### config.mk
export PLATFORM = sky130hd
export DESIGN_NAME = fir_sequencer
export DESIGN_NICKNAME = d
export VERILOG_FILES = /design/src/rtl/fir_sequencer.sv
export SDC_FILE = /design/constraint.sdc
export NUM_CORES = 1
export LEC_CHECK = 0
export ABC_CLOCK_PERIOD_IN_PS = 2690
export CAP_MARGIN = 5
export CORE_ASPECT_RATIO = 0.9
export CORE_MARGIN = 1.5
export CORE_UTILIZATION = 45
export DETAILED_ROUTE_END_ITERATION = 16
export PLACE_DENSITY_LB_ADDON = 0.05
export SYNTH_ARGS = -nofsm -noshare
export SYNTH_HDL_FRONTEND = slang
export SYNTH_SLANG_ARGS = --single-unit
### constraint.sdc
create_clock -name clk_i -period 2.69 [get_ports clk_i]
set_input_delay 0.269 -clock clk_i [delete_from_list [all_inputs] [get_ports clk_i]]
set_output_delay 0.269 -clock clk_i [all_outputs]
set_load 0.1 [all_outputs]
### src/rtl/fir_sequencer.sv
// fir_sequencer: control FSM for the FIR datapath (sample shift, coefficient load, tap MAC sequencing).
// Optional macro FIR_SIGN_ALT_EN: the accumulate step subtracts (R0 - R1) on odd taps.
module fir_sequencer #(
   parameter int NUM_TAPS = 4,
   parameter int REG_W    = 4
) (
   input  logic             clk_i,
   input  logic             rst_i,
   input  logic             data_ready_i,
   input  logic             load_coeff_i,
   input  logic             overflow_i,
   output logic [2:0]       op_o,
   output logic [REG_W-1:0] src1_o,
   output logic [REG_W-1:0] src2_o,
   output logic [REG_W-1:0] dest_o,
   output logic             modwait_o,
   output logic             err_o,
   output logic             cnt_up_o
);
   // state   | meaning
   // S_IDLE  | waiting for a sample or coefficient
   // S_COEF  | load one coefficient into its register
   // S_SHIFT | copy sample j-1 into j (j counts down)
   // S_STORE | write the new sample to R2
   // S_ZERO  | clear the accumulator R0
   // S_MUL   | R1 = sample_k * coef_k
   // S_ACC   | R0 = R0 +/- R1, overflow traps
   // S_DONE  | pulse cnt_up
   // S_ERR   | overflow trapped, wait for next sample

   localparam int IW = 3;
   localparam logic [2:0] OP_NOP  = 3'd0;
   localparam logic [2:0] OP_COPY = 3'd1;
   localparam logic [2:0] OP_LDS  = 3'd2;
   localparam logic [2:0] OP_LDC  = 3'd3;
   localparam logic [2:0] OP_MUL  = 3'd4;
   localparam logic [2:0] OP_ADD  = 3'd5;
   localparam logic [2:0] OP_SUB  = 3'd6;
   localparam logic [2:0] OP_CLR  = 3'd7;
   localparam logic [REG_W-1:0] SMP_BASE  = REG_W'(2);
   localparam logic [REG_W-1:0] COEF_BASE = REG_W'(2 + NUM_TAPS);
   localparam logic [IW-1:0]    LAST_IDX  = IW'(NUM_TAPS - 1);

   typedef enum logic [3:0] {
      S_IDLE, S_COEF, S_SHIFT, S_STORE, S_ZERO, S_MUL, S_ACC, S_DONE, S_ERR
   } state_t;

   state_t            state_q, state_d;
   logic [IW-1:0]     idx_q, idx_d;
   logic [IW-1:0]     coef_idx_q, coef_idx_d;
   logic              pending_q, pending_d;
   logic [2:0]        op_q, op_d;
   logic [REG_W-1:0]  src1_q, src1_d, src2_q, src2_d, dest_q, dest_d;
   logic              modwait_q, modwait_d, err_q, err_d, cnt_up_q, cnt_up_d;

   always_comb begin
      state_d    = state_q;
      idx_d      = idx_q;
      coef_idx_d = coef_idx_q;
      pending_d  = pending_q;
      if (data_ready_i && modwait_q) pending_d = 1'b1;
      case (state_q)
         S_IDLE, S_ERR: begin
            if (data_ready_i || pending_q) begin
               state_d   = S_SHIFT;
               idx_d     = LAST_IDX;
               pending_d = 1'b0;
            end else if (load_coeff_i && (state_q == S_IDLE)) begin
               state_d = S_COEF;
            end
         end
         S_COEF: begin
            state_d    = S_IDLE;
            coef_idx_d = (coef_idx_q == LAST_IDX) ? '0 : coef_idx_q + IW'(1);
         end
         S_SHIFT: begin
            if (idx_q == IW'(1)) state_d = S_STORE;
            else                 idx_d   = idx_q - IW'(1);
         end
         S_STORE: state_d = S_ZERO;
         S_ZERO: begin
            state_d = S_MUL;
            idx_d   = '0;
         end
         S_MUL: state_d = S_ACC;
         S_ACC: begin
            if (overflow_i) begin
               state_d = S_ERR;
            end else if (idx_q == LAST_IDX) begin
               state_d = S_DONE;
            end else begin
               state_d = S_MUL;
               idx_d   = idx_q + IW'(1);
            end
         end
         S_DONE:  state_d = S_IDLE;
         default: state_d = S_IDLE;
      endcase
   end

   // Outputs decoded from the next state so the registered outputs track the current state.
   always_comb begin
      op_d      = OP_NOP;
      src1_d    = '0;
      src2_d    = '0;
      dest_d    = '0;
      modwait_d = 1'b1;
      err_d     = 1'b0;
      cnt_up_d  = 1'b0;
      case (state_d)
         S_IDLE: modwait_d = 1'b0;
         S_ERR: begin
            modwait_d = 1'b0;
            err_d     = 1'b1;
         end
         S_COEF: begin
            op_d   = OP_LDC;
            dest_d = COEF_BASE + REG_W'(coef_idx_q);
         end
         S_SHIFT: begin
            op_d   = OP_COPY;
            src1_d = REG_W'(idx_d) + REG_W'(1);
            dest_d = SMP_BASE + REG_W'(idx_d);
         end
         S_STORE: begin
            op_d   = OP_LDS;
            dest_d = SMP_BASE;
         end
         S_ZERO: op_d = OP_CLR;
         S_MUL: begin
            op_d   = OP_MUL;
            src1_d = SMP_BASE + REG_W'(idx_d);
            src2_d = COEF_BASE + REG_W'(idx_d);
            dest_d = REG_W'(1);
         end
         S_ACC: begin
`ifdef FIR_SIGN_ALT_EN
            op_d   = idx_d[0] ? OP_SUB : OP_ADD;
`else
            op_d   = OP_ADD;
`endif
            src2_d = REG_W'(1);
         end
         S_DONE:  cnt_up_d = 1'b1;
         default: modwait_d = 1'b0;
      endcase
   end

   always_ff @(posedge clk_i) begin
      if (rst_i) begin
         state_q    <= S_IDLE;
         idx_q      <= '0;
         coef_idx_q <= '0;
         pending_q  <= 1'b0;
         op_q       <= OP_NOP;
         src1_q     <= '0;
         src2_q     <= '0;
         dest_q     <= '0;
         modwait_q  <= 1'b0;
         err_q      <= 1'b0;
         cnt_up_q   <= 1'b0;
      end else begin
         state_q    <= state_d;
         idx_q      <= idx_d;
         coef_idx_q <= coef_idx_d;
         pending_q  <= pending_d;
         op_q       <= op_d;
         src1_q     <= src1_d;
         src2_q     <= src2_d;
         dest_q     <= dest_d;
         modwait_q  <= modwait_d;
         err_q      <= err_d;
         cnt_up_q   <= cnt_up_d;
      end
   end

   assign op_o      = op_q;
   assign src1_o    = src1_q;
   assign src2_o    = src2_q;
   assign dest_o    = dest_q;
   assign modwait_o = modwait_q;
   assign err_o     = err_q;
   assign cnt_up_o  = cnt_up_q;

endmodule

==> key figures <==
Route
  – Wire length on met2: ~1.5 mm
  – Final ANT Viol Nets: 0
  – DR WL/cell: 13.5 µm
  – First drt pass iteration count: 4
  – Routed vias: 1277
  – Initial DRC Count: 64
  – Post-Route WL: 3.20 mm
  – WL met3: between 100 and 150 µm
  – M1 wire length: 1.51 mm
  – Post-route DRC violation count: 0
  – DR vias/cell: between 5 and 6
  – Max layer used: met4

Clock tree
  – H-tree Lvls: 2
  – Worst skew pair latency: 0.33 ns
  – Resize count post-CTS: 0
  – Clock Tree Root: clkbuf_4
  – CTS sink count: 29
  – CTS tree: built
  – Clock Tree Buf Depth: 2
  – Number of buffers created by CTS: 5
  – Setup bufs post-CTS: 0
  – Hold_buf cts: 0
  – Clk pin slew, worst setup/hold paths: 0.09 ns

Finish
  – Layout area overhead: 20.4%
  – Diode count: 0
  – Multi-input logic area: 801 µm²
  – Register Area: 581 µm²
  – Nets: 207
  – Filler Cells Inserted: 292
  – Share of layout cells above drive strength 1: a little under a fifth

Yosys
  – Synth warn: 0
  – Seq cells post-synth: 29
  – Number of synthesized flops with an enable pin: 0
  – Sequential fraction of the synthesis area: 39.8%
  – Unique masters post-synth: 45
  – Synth async-reset ratio: 0%
  – Ys flop type: dfxtp_1
  – Syn Nets: 178
  – Syn Area/Cell: 8.85 µm²
  – Synth Cell Area: 0.00146 mm²
  – Syn Inst Count: 165

STA
  – Relative slew slack: 48.7%
  – Post-Route Skew: roughly 0.011 ns
  – RSZ-0062 raised after global routing: false
  – Slew @ Worst Pin: about 0.76 ns
  – Tmin final: 2.39 ns
  – Period utilisation layout: 88.8%
  – Hold Vio Cnt, Final: 0
  – Final Max Tran Viols: 0
  – Setup TNS: 0 ns
  – Final setup viols: 0
  – Hold slack: approximately 0.50 ns
  – Fmax: 419 MHz

Worst setup path
  – Crit-path leading delay family: simple AND/OR/NAND/NOR gates
  – CP required: slightly below 3 ns
  – Flop-to-flop setup slack: 0.30 ns
  – Worst-path cell chain: nor2_1, or4b_1, mux2i_1, or3_1, ha_1, a21oi_1, nor3_1
  – Crit start category: flop
  – R2R Path Start: state_q[0]
  – Crit Path Category: flop to flop
  – Crit path DAT: 2.60 ns
  – Crit path max fanout: 13
  – CP startpoint: state_q[0]
  – Buf/Inv on CP: 0
  – Critical Path End Type: flop
  – Slowest stage delay, CP: 0.51 ns
  – CP max stage cell: or4b_1

Power
  – Worst IR Drop VDD: 0.000473 V
  – P_leak: 0.743 nW
  – PD cells: 716 mW/mm²

Global route
  – Initial antenna violation count: 0
  – First-pass GRT wire length: 5.60 mm
  – Largest net degree at the start of global routing: 19
  – Vias in the first global route: 1186
  – Total gr overflow: 0
  – GRT Total Usage: between 20% and 30%

Floorplan
  – Rows: 19
  – Die area: 0.00360 mm²
  – Die width: roughly 63 µm
  – Initial Util: between 40 and 50%
  – Core Region: 0.00307 mm²
  – Die Y: 57.0 µm
  – IO Pins: 23

Outcome
  – Outcome: completed

Placed design
  – Final Wtd Congestion: 0.801
  – IO Port Bufs: 22
  – Hpwl dp: 2.45 mm

Job
  – Max cap viols: 0

Hold path
  – Worst hold path type: flop to flop
  – Hold Path Origin: coef_idx_q[2]
[registers in the layout, indices dropped and copies added, names as in the netlist]
name and flops:
src1_o 4, state_q 4, cnt_up_o 1, err_o 1
modwait_o 1, pending_q 1, idx_q 3, coef_idx_q 3
op_o 3, dest_o 4, src2_o 4
[cells in the mapped netlist, drive strengths merged, types with 4 or more instances]
master	n	area share (%)
a21oi	15	5.1
buf	4	1.8
dfxtp	29	40
ha	8	6.9
inv	11	2.8
nand2	7	1.8
nand2b	5	2.1
nand3	4	1.4
nor2	20	5.1
nor2b	4	1.7
nor3	11	3.8
o21ai	6	2.1
[path summary, 6_finish.rpt]
check | end | depth (start not counted)
max reg2reg | dest_o[2] | 7
max | dest_o[2] | 7
min | coef_idx_q[2] | 2
min reg2reg | coef_idx_q[2] | 2
[through the flow]
stage	area [µm²]	power, W	utilization, %	setup WS, ns	instances
after floorplan	1460	0.000900	-	0.614	165
after global placement	1700	0.00100	55.5	0.329	229
after detailed placement	1700	0.00101	55.5	0.284	229
after CTS	1760	0.00127	57.3	0.309	236
after global routing	1760	0.00133	57.3	0.102	236
final	1760	0.00126	57.3	0.301	236
[layer usage]
layer  vias to the layer above  global-route usage, %
met4                         0                   7.62
li1                        644                      -
met5                         -                      0
met3                         7                   4.93
met2                        30                   31.5
met1                       596                   27.1
[placed cells by master (no fill, tap or decap), types with 2 or more instances in the layout]
| cell type | count |
|---|---|
| nor3_1 | 11 |
| or4b_1 | 3 |
| nand2b_1 | 5 |
| clkbuf_4 | 5 |
| mux2i_1 | 3 |
| inv_1 | 11 |
| nand2_1 | 7 |
| nor2_1 | 20 |
| dfxtp_1 | 29 |
| ha_1 | 8 |
| o21ai_0 | 5 |
| o32ai_1 | 3 |
| a21oi_1 | 15 |
| or2_1 | 2 |
| clkdlybuf4s50_1 | 4 |
| nand3_1 | 4 |
| nor2b_1 | 4 |
| a2111oi_4 | 2 |
| buf_4 | 25 |
[power by group]
part	leakage, nW	total, W	internal [W]	switching (W)
clock network	0.0314	0.000263	0.000123	0.000140
logic	0.476	0.000501	0.000154	0.000347
registers	0.236	0.000495	0.000466	0.0000285
total	0.743	0.00126	0.000743	0.000516
[kinds of logic after synthesis]
logic type      after synthesis  share of synthesized area, %
compound gates               41                          21.3
xor+xnor                      1                         0.600
fa+ha+maj                     8                          6.86
buf+inv                      18                          5.40
flops                        29                          39.8
mux                           3                          2.06
simple gates                 65                          24.1
[area by class of cell]
cell class	instances	area share, %
well taps	42	2.99
repair buffers	29	13.0
flip-flops and latches	29	33.0
clock buffers	7	3.13
inverters	11	2.35
multi-input cells	118	45.6
[worst register-to-register path, stage by stage (launching register included)]
cell	delay, ns
dfxtp_1	0.45
nor2_1	0.38
or4b_1	0.51
mux2i_1	0.13
or3_1	0.28
ha_1	0.32
a21oi_1	0.13
nor3_1	0.06
Power figures use the tool's default switching activity.
